File: config.mk
export PLATFORM = sky130hd
export DESIGN_NAME = rr_arbiter4
export DESIGN_NICKNAME = d
export VERILOG_FILES = /design/src/rtl/arb_pkg.sv /design/src/rtl/rr_pick4.sv /design/src/rtl/rr_arbiter4.sv
export SDC_FILE = /design/constraint.sdc
export NUM_CORES = 1
export LEC_CHECK = 0
export CAP_MARGIN = 10
export CORE_UTILIZATION = 48
export DETAILED_ROUTE_END_ITERATION = 16
export PLACE_DENSITY = 0.74
export SYNTH_ARGS = -nofsm -noshare
export SYNTH_HDL_FRONTEND = slang
export SYNTH_SLANG_ARGS = --single-unit
File: constraint.sdc
create_clock -name clk -period 2.6 [get_ports clk]
set_input_delay 0.39 -clock clk [delete_from_list [all_inputs] [get_ports clk]]
set_output_delay 0.39 -clock clk [all_outputs]
set_load 0.02 [all_outputs]
File: src/rtl/arb_pkg.sv
// Shared types and helpers for the 4-way round-robin arbiter.
package arb_pkg;

    localparam int N_REQ  = 4;
    localparam int IDX_W  = 2;
    localparam int HOLD_W = 8;

    typedef enum logic {
        IDLE  = 1'b0,
        GRANT = 1'b1
    } state_t;

    function automatic logic [N_REQ-1:0] onehot4(input logic [IDX_W-1:0] idx);
        logic [N_REQ-1:0] v;
        v      = '0;
        v[idx] = 1'b1;
        return v;
    endfunction

endpackage

File: src/rtl/rr_pick4.sv
// Rotating-priority pick: rotate requests right by ptr, take the lowest set
// index, then add ptr back. Optionally masks one index out of the candidates.
module rr_pick4
    import arb_pkg::*;
(
    input  logic [N_REQ-1:0] i_req,
    input  logic [IDX_W-1:0] i_ptr,
    input  logic [IDX_W-1:0] i_mask_idx,
    input  logic             i_mask_en,
    output logic [IDX_W-1:0] o_win_idx,
    output logic             o_win_any
);

    logic [N_REQ-1:0]   w_masked;
    logic [2*N_REQ-1:0] w_dbl;
    logic [N_REQ-1:0]   w_rot;
    logic [IDX_W-1:0]   w_enc;

    assign w_masked = i_req & ~(i_mask_en ? onehot4(i_mask_idx) : '0);
    assign w_dbl    = {w_masked, w_masked};
    assign w_rot    = w_dbl[i_ptr +: N_REQ];

    // NOTE: default first so every path assigns w_enc; otherwise a latch is inferred.
    always_comb begin
        w_enc = '0;
        for (int k = N_REQ - 1; k >= 0; k--) begin
            if (w_rot[k]) w_enc = IDX_W'(k);
        end
    end

    assign o_win_idx = w_enc + i_ptr;
    assign o_win_any = |w_rot;

endmodule

File: src/rtl/rr_arbiter4.sv
// 4-requester round-robin arbiter with hold-until-release ownership.
// Define ARB_TIMEOUT_EN to preempt an owner after HOLD_MAX cycles when others wait.
module rr_arbiter4
    import arb_pkg::*;
#(
    parameter int HOLD_MAX = 8
) (
    input  logic             clk,
    input  logic             rst_n,
    input  logic [N_REQ-1:0] req,
    output logic [N_REQ-1:0] gnt,
    output logic [IDX_W-1:0] gnt_idx,
    output logic             gnt_valid
);

    if (HOLD_MAX < 2 || HOLD_MAX > 255) begin : g_bad_hold_max
        $error("rr_arbiter4: HOLD_MAX must be in 2..255");
    end

    state_t           r_state;
    logic [IDX_W-1:0] r_ptr;
    logic [N_REQ-1:0] r_gnt;
    logic [IDX_W-1:0] r_gnt_idx;
    logic             r_gnt_valid;

    logic [IDX_W-1:0] w_pick_ptr;
    logic [IDX_W-1:0] w_win_idx;
    logic             w_win_any;
    logic             w_preempt;
    logic             w_handoff;

    // In GRANT the pick only matters on a handoff, where the new ptr is owner+1.
    assign w_pick_ptr = (r_state == GRANT) ? r_gnt_idx + 2'd1 : r_ptr;

    rr_pick4 u_pick (
        .i_req      (req),
        .i_ptr      (w_pick_ptr),
        .i_mask_idx (r_gnt_idx),
        .i_mask_en  (r_state == GRANT),
        .o_win_idx  (w_win_idx),
        .o_win_any  (w_win_any)
    );

`ifdef ARB_TIMEOUT_EN
    logic [HOLD_W-1:0] r_hold;

    // w_win_any already excludes the owner, so it means "someone else waits".
    assign w_preempt = (r_hold == HOLD_W'(HOLD_MAX - 1)) && w_win_any;

    always_ff @(posedge clk or negedge rst_n) begin
        if (!rst_n) begin
            r_hold <= '0;
        end else if (r_state == IDLE || w_handoff) begin
            r_hold <= '0;
        end else if (r_hold != HOLD_W'(HOLD_MAX - 1)) begin
            r_hold <= r_hold + 1'b1;
        end
    end
`else
    assign w_preempt = 1'b0;
`endif

    assign w_handoff = (r_state == GRANT) && (!req[r_gnt_idx] || w_preempt);

    // NOTE: sequential state uses non-blocking assignments so every register
    // samples pre-edge values regardless of statement order.
    always_ff @(posedge clk or negedge rst_n) begin
        if (!rst_n) begin
            r_state     <= IDLE;
            r_ptr       <= '0;
            r_gnt       <= '0;
            r_gnt_idx   <= '0;
            r_gnt_valid <= 1'b0;
        end else begin
            case (r_state)
                IDLE: begin
                    if (w_win_any) begin
                        r_gnt       <= onehot4(w_win_idx);
                        r_gnt_idx   <= w_win_idx;
                        r_gnt_valid <= 1'b1;
                        r_state     <= GRANT;
                    end
                end
                GRANT: begin
                    if (w_handoff) begin
                        r_ptr <= r_gnt_idx + 2'd1;
                        if (w_win_any) begin
                            r_gnt     <= onehot4(w_win_idx);
                            r_gnt_idx <= w_win_idx;
                        end else begin
                            r_gnt       <= '0;
                            r_gnt_idx   <= '0;
                            r_gnt_valid <= 1'b0;
                            r_state     <= IDLE;
                        end
                    end
                end
                default: r_state <= IDLE;
            endcase
        end
    end

    assign gnt       = r_gnt;
    assign gnt_idx   = r_gnt_idx;
    assign gnt_valid = r_gnt_valid;

endmodule

==> metrics.csv <==
metric;value;unit
outcome;completed;
worst-path-max-fanout;4;
synth_seq_area_share;27.17;%
detailedRoute.firstPassIterationCount;4;
detailroute.via_count;885;
tritoncts.num_buffers;3;
timing.reg2reg.setup_slack;110;ps
synth_cells;93;
power_density;1650;mW/mm²
synth-main-ff-cell;sky130_fd_sc_hd__dfrtp_1;
boundaryPins;13;
synthArstFlopShare;100.0;%
worst_ep_required_time;2760;ps
worst_hold_path_type;input pin to async pin;
critPathKind;register to register;
grt.total_usage;25.43;%
die_outline_width;45.80;µm
nature_of_the_critical_path_startpoint;register;
layout.core_utilization;74.68;%
num-nets-final;143;
design.core.area;0.001764;mm²
synth_enable_flop_cells;0;
wire_length_of_the_first_global_routing_pass;3746;µm
fp-row-count;15;
cts_root_buffer;sky130_fd_sc_hd__clkbuf_4;
crit-reg2reg-capture;gnt[0];
die-height;45.80;µm
initial_utilization;52.20;%
dp_hpwl;1833;µm
drt.antenna.violating_nets;0;
worst_pin_slew;442.4;ps
r2r_start;gnt_idx[0];
synth.distinct_cells;40;
r2r.worst_path.cells;11;
route.detailed.wl_per_inst;15.00;µm
htreeDepth;1;
layout-drive-gt1-share;43.51;%
cts-hold-fix-buffers;0;
die_area;0.002098;mm²
hold_viol;0;
buffer_depth_of_the_longest_clock_path;2;
mappedNetlistNets;104;
timing.max_slew.rel_slack;70.41;%
grt_max_degree;12;
area_growth_syn_to_layout;43.07;%
combined_area_of_the_multi_input_logic_cells;684.4;µm²
port_buffers;12;
final_cells;156;
achievable-frequency;401.3;MHz
first_global_vias;853;
layout.cells.most_common;sky130_fd_sc_hd__buf_4;
register_area;254.0;µm²
fin_crit_share;95.85;%
drc_errors;0;
clk_latency_worst_skew_pair;270;ps
synth.cell_area;920.9;µm²
fill_cells;141;
finalWirelength;2340;µm
avgSynthCellArea;9.902;µm²
cts.sink_count;10;
fin_total_pwr;2.174;mW
place_congestion;0.8074;
fin_setup_tns;0;ps
finalClockSkew;5.972;ps
antenna_violations_before_repair;0;
grt.overflow.total;0;
antennaDiodeCount;0;
cts.reportedPaths.clkPinSlew;70;ps
peak_ir_drop_on_the_vdd_network;1.099;mV
end_kind;register;
p_leak;0.5484;nW
timing.final.max_slew_violations;0;
drt_first_iter_violations;8;
dp_cells;149;
arrival_time_reported_for_the_critical_path_endpoint;2660;ps
layout.cells.most_common_list;sky130_fd_sc_hd__buf_4, sky130_fd_sc_hd__clkdlybuf4s50_1, sky130_fd_sc_hd__dfrtp_1;
detail_route.vias_per_cell;5.673;
tritoncts;yes;
number_of_warnings_issued_by_yosys;0;
cap_viol_max_count;0;
layout_min_cycle_time;2492;ps
synth_seq_cells;10;
setup_viol_count_final;0;
through the flow:
step | setup WS, ps | cell area [µm²] | hold slack, ps
floorplan | 8.957 | 933.4 | 94.41
global placement | -72.29 | 1230 | 489.9
detailed placement | -86.95 | 1230 | 495.2
CTS | 43.70 | 1266 | 434.6
global route | -2.291 | 1318 | 452.1
finish | 107.9 | 1318 | 421.1
cells in the mapped netlist, types with 3 or more instances:
cell type / count / area (µm²)
sky130_fd_sc_hd__a21bo_2: 4 / 40.04
sky130_fd_sc_hd__a22o_1: 3 / 26.28
sky130_fd_sc_hd__inv_1: 5 / 18.77
sky130_fd_sc_hd__dfrtp_1: 10 / 250.2
sky130_fd_sc_hd__nand2_1: 5 / 18.77
sky130_fd_sc_hd__a21oi_1: 4 / 20.02
sky130_fd_sc_hd__nor3_1: 3 / 15.01
sky130_fd_sc_hd__ha_1: 5 / 62.56
sky130_fd_sc_hd__nor2b_1: 6 / 37.54
sky130_fd_sc_hd__nor2_1: 4 / 15.01
sky130_fd_sc_hd__o21ai_0: 4 / 20.02
sky130_fd_sc_hd__nand3_1: 3 / 15.01
flip-flops by register name, indices dropped and copies added (netlist names):
register / flops
r_state: 1
r_ptr: 2
gnt: 4
gnt_valid: 1
gnt_idx: 2
critical path: stages (launching register included):
cell,delay (ps)
sky130_fd_sc_hd__dfrtp_2,440
sky130_fd_sc_hd__buf_4,150
sky130_fd_sc_hd__ha_1,220
sky130_fd_sc_hd__a21bo_2,250
sky130_fd_sc_hd__nor2_2,120
sky130_fd_sc_hd__o21ai_0,100
sky130_fd_sc_hd__a31oi_1,190
sky130_fd_sc_hd__ha_2,260
sky130_fd_sc_hd__xnor2_2,150
sky130_fd_sc_hd__a2111oi_2,60
sky130_fd_sc_hd__and3_1,200
sky130_fd_sc_hd__a221o_1,250
final cells by class:
cell class              instances  share of cell area (%)
clock buffers                   4                   2.754
repair buffers                 35                   22.22
multi-input cells              77                   51.95
flip-flops and latches         10                   19.28
inverters                       5                   1.425
well taps                      25                   2.374
timing repair:
action,in CTS,in global routing
gates resized for setup,0,10
buffers inserted,0,3
endpoints found under the setup margin,0,5
power breakdown:
group          total, mW  switching, mW  internal, mW
logic               1.73          0.829         0.896
registers          0.305         0.0719         0.233
clock network      0.144         0.0588        0.0852
total               2.17          0.960          1.21
per-layer routing:
metal | routed length [µm] | share of wire, % | track usage [%] | vias to the layer above
li1 | - | - | - | 435
met1 | 996 | 43 | 29.37 | 423
met2 | 1212 | 52 | 44.00 | 18
met3 | 85 | 3.6 | 7.143 | 9
met4 | 45 | 1.9 | 10.00 | 0
met5 | 0 | 0 | 0 | -
logic make-up (layout without fill, tap and decap cells):
kind of cell / after synthesis / in the layout / share of synthesized area, %
compound gates: 39 / 39 / 38.72
simple gates: 27 / 27 / 15.49
flops: 10 / 10 / 27.17
buf+inv: 6 / 44 / 2.581
fa+ha+maj: 5 / 5 / 6.793
mux: 4 / 4 / 7.336
xor+xnor: 2 / 2 / 1.903
worst max path at each step:
stage	to	slack, ps	from	depth (start not counted)
global route	gnt[0]	-2	gnt_idx[1]	12
global placement	gnt_idx[1]	-70	req[3]	10
detailed placement	gnt[0]	-90	req[3]	11
floorplan	gnt[0]	9	gnt_idx[0]	12
finish	gnt[0]	110	gnt_idx[0]	11
CTS	gnt_idx[1]	40	gnt_idx[1]	11
Power figures use the tool's default switching activity.
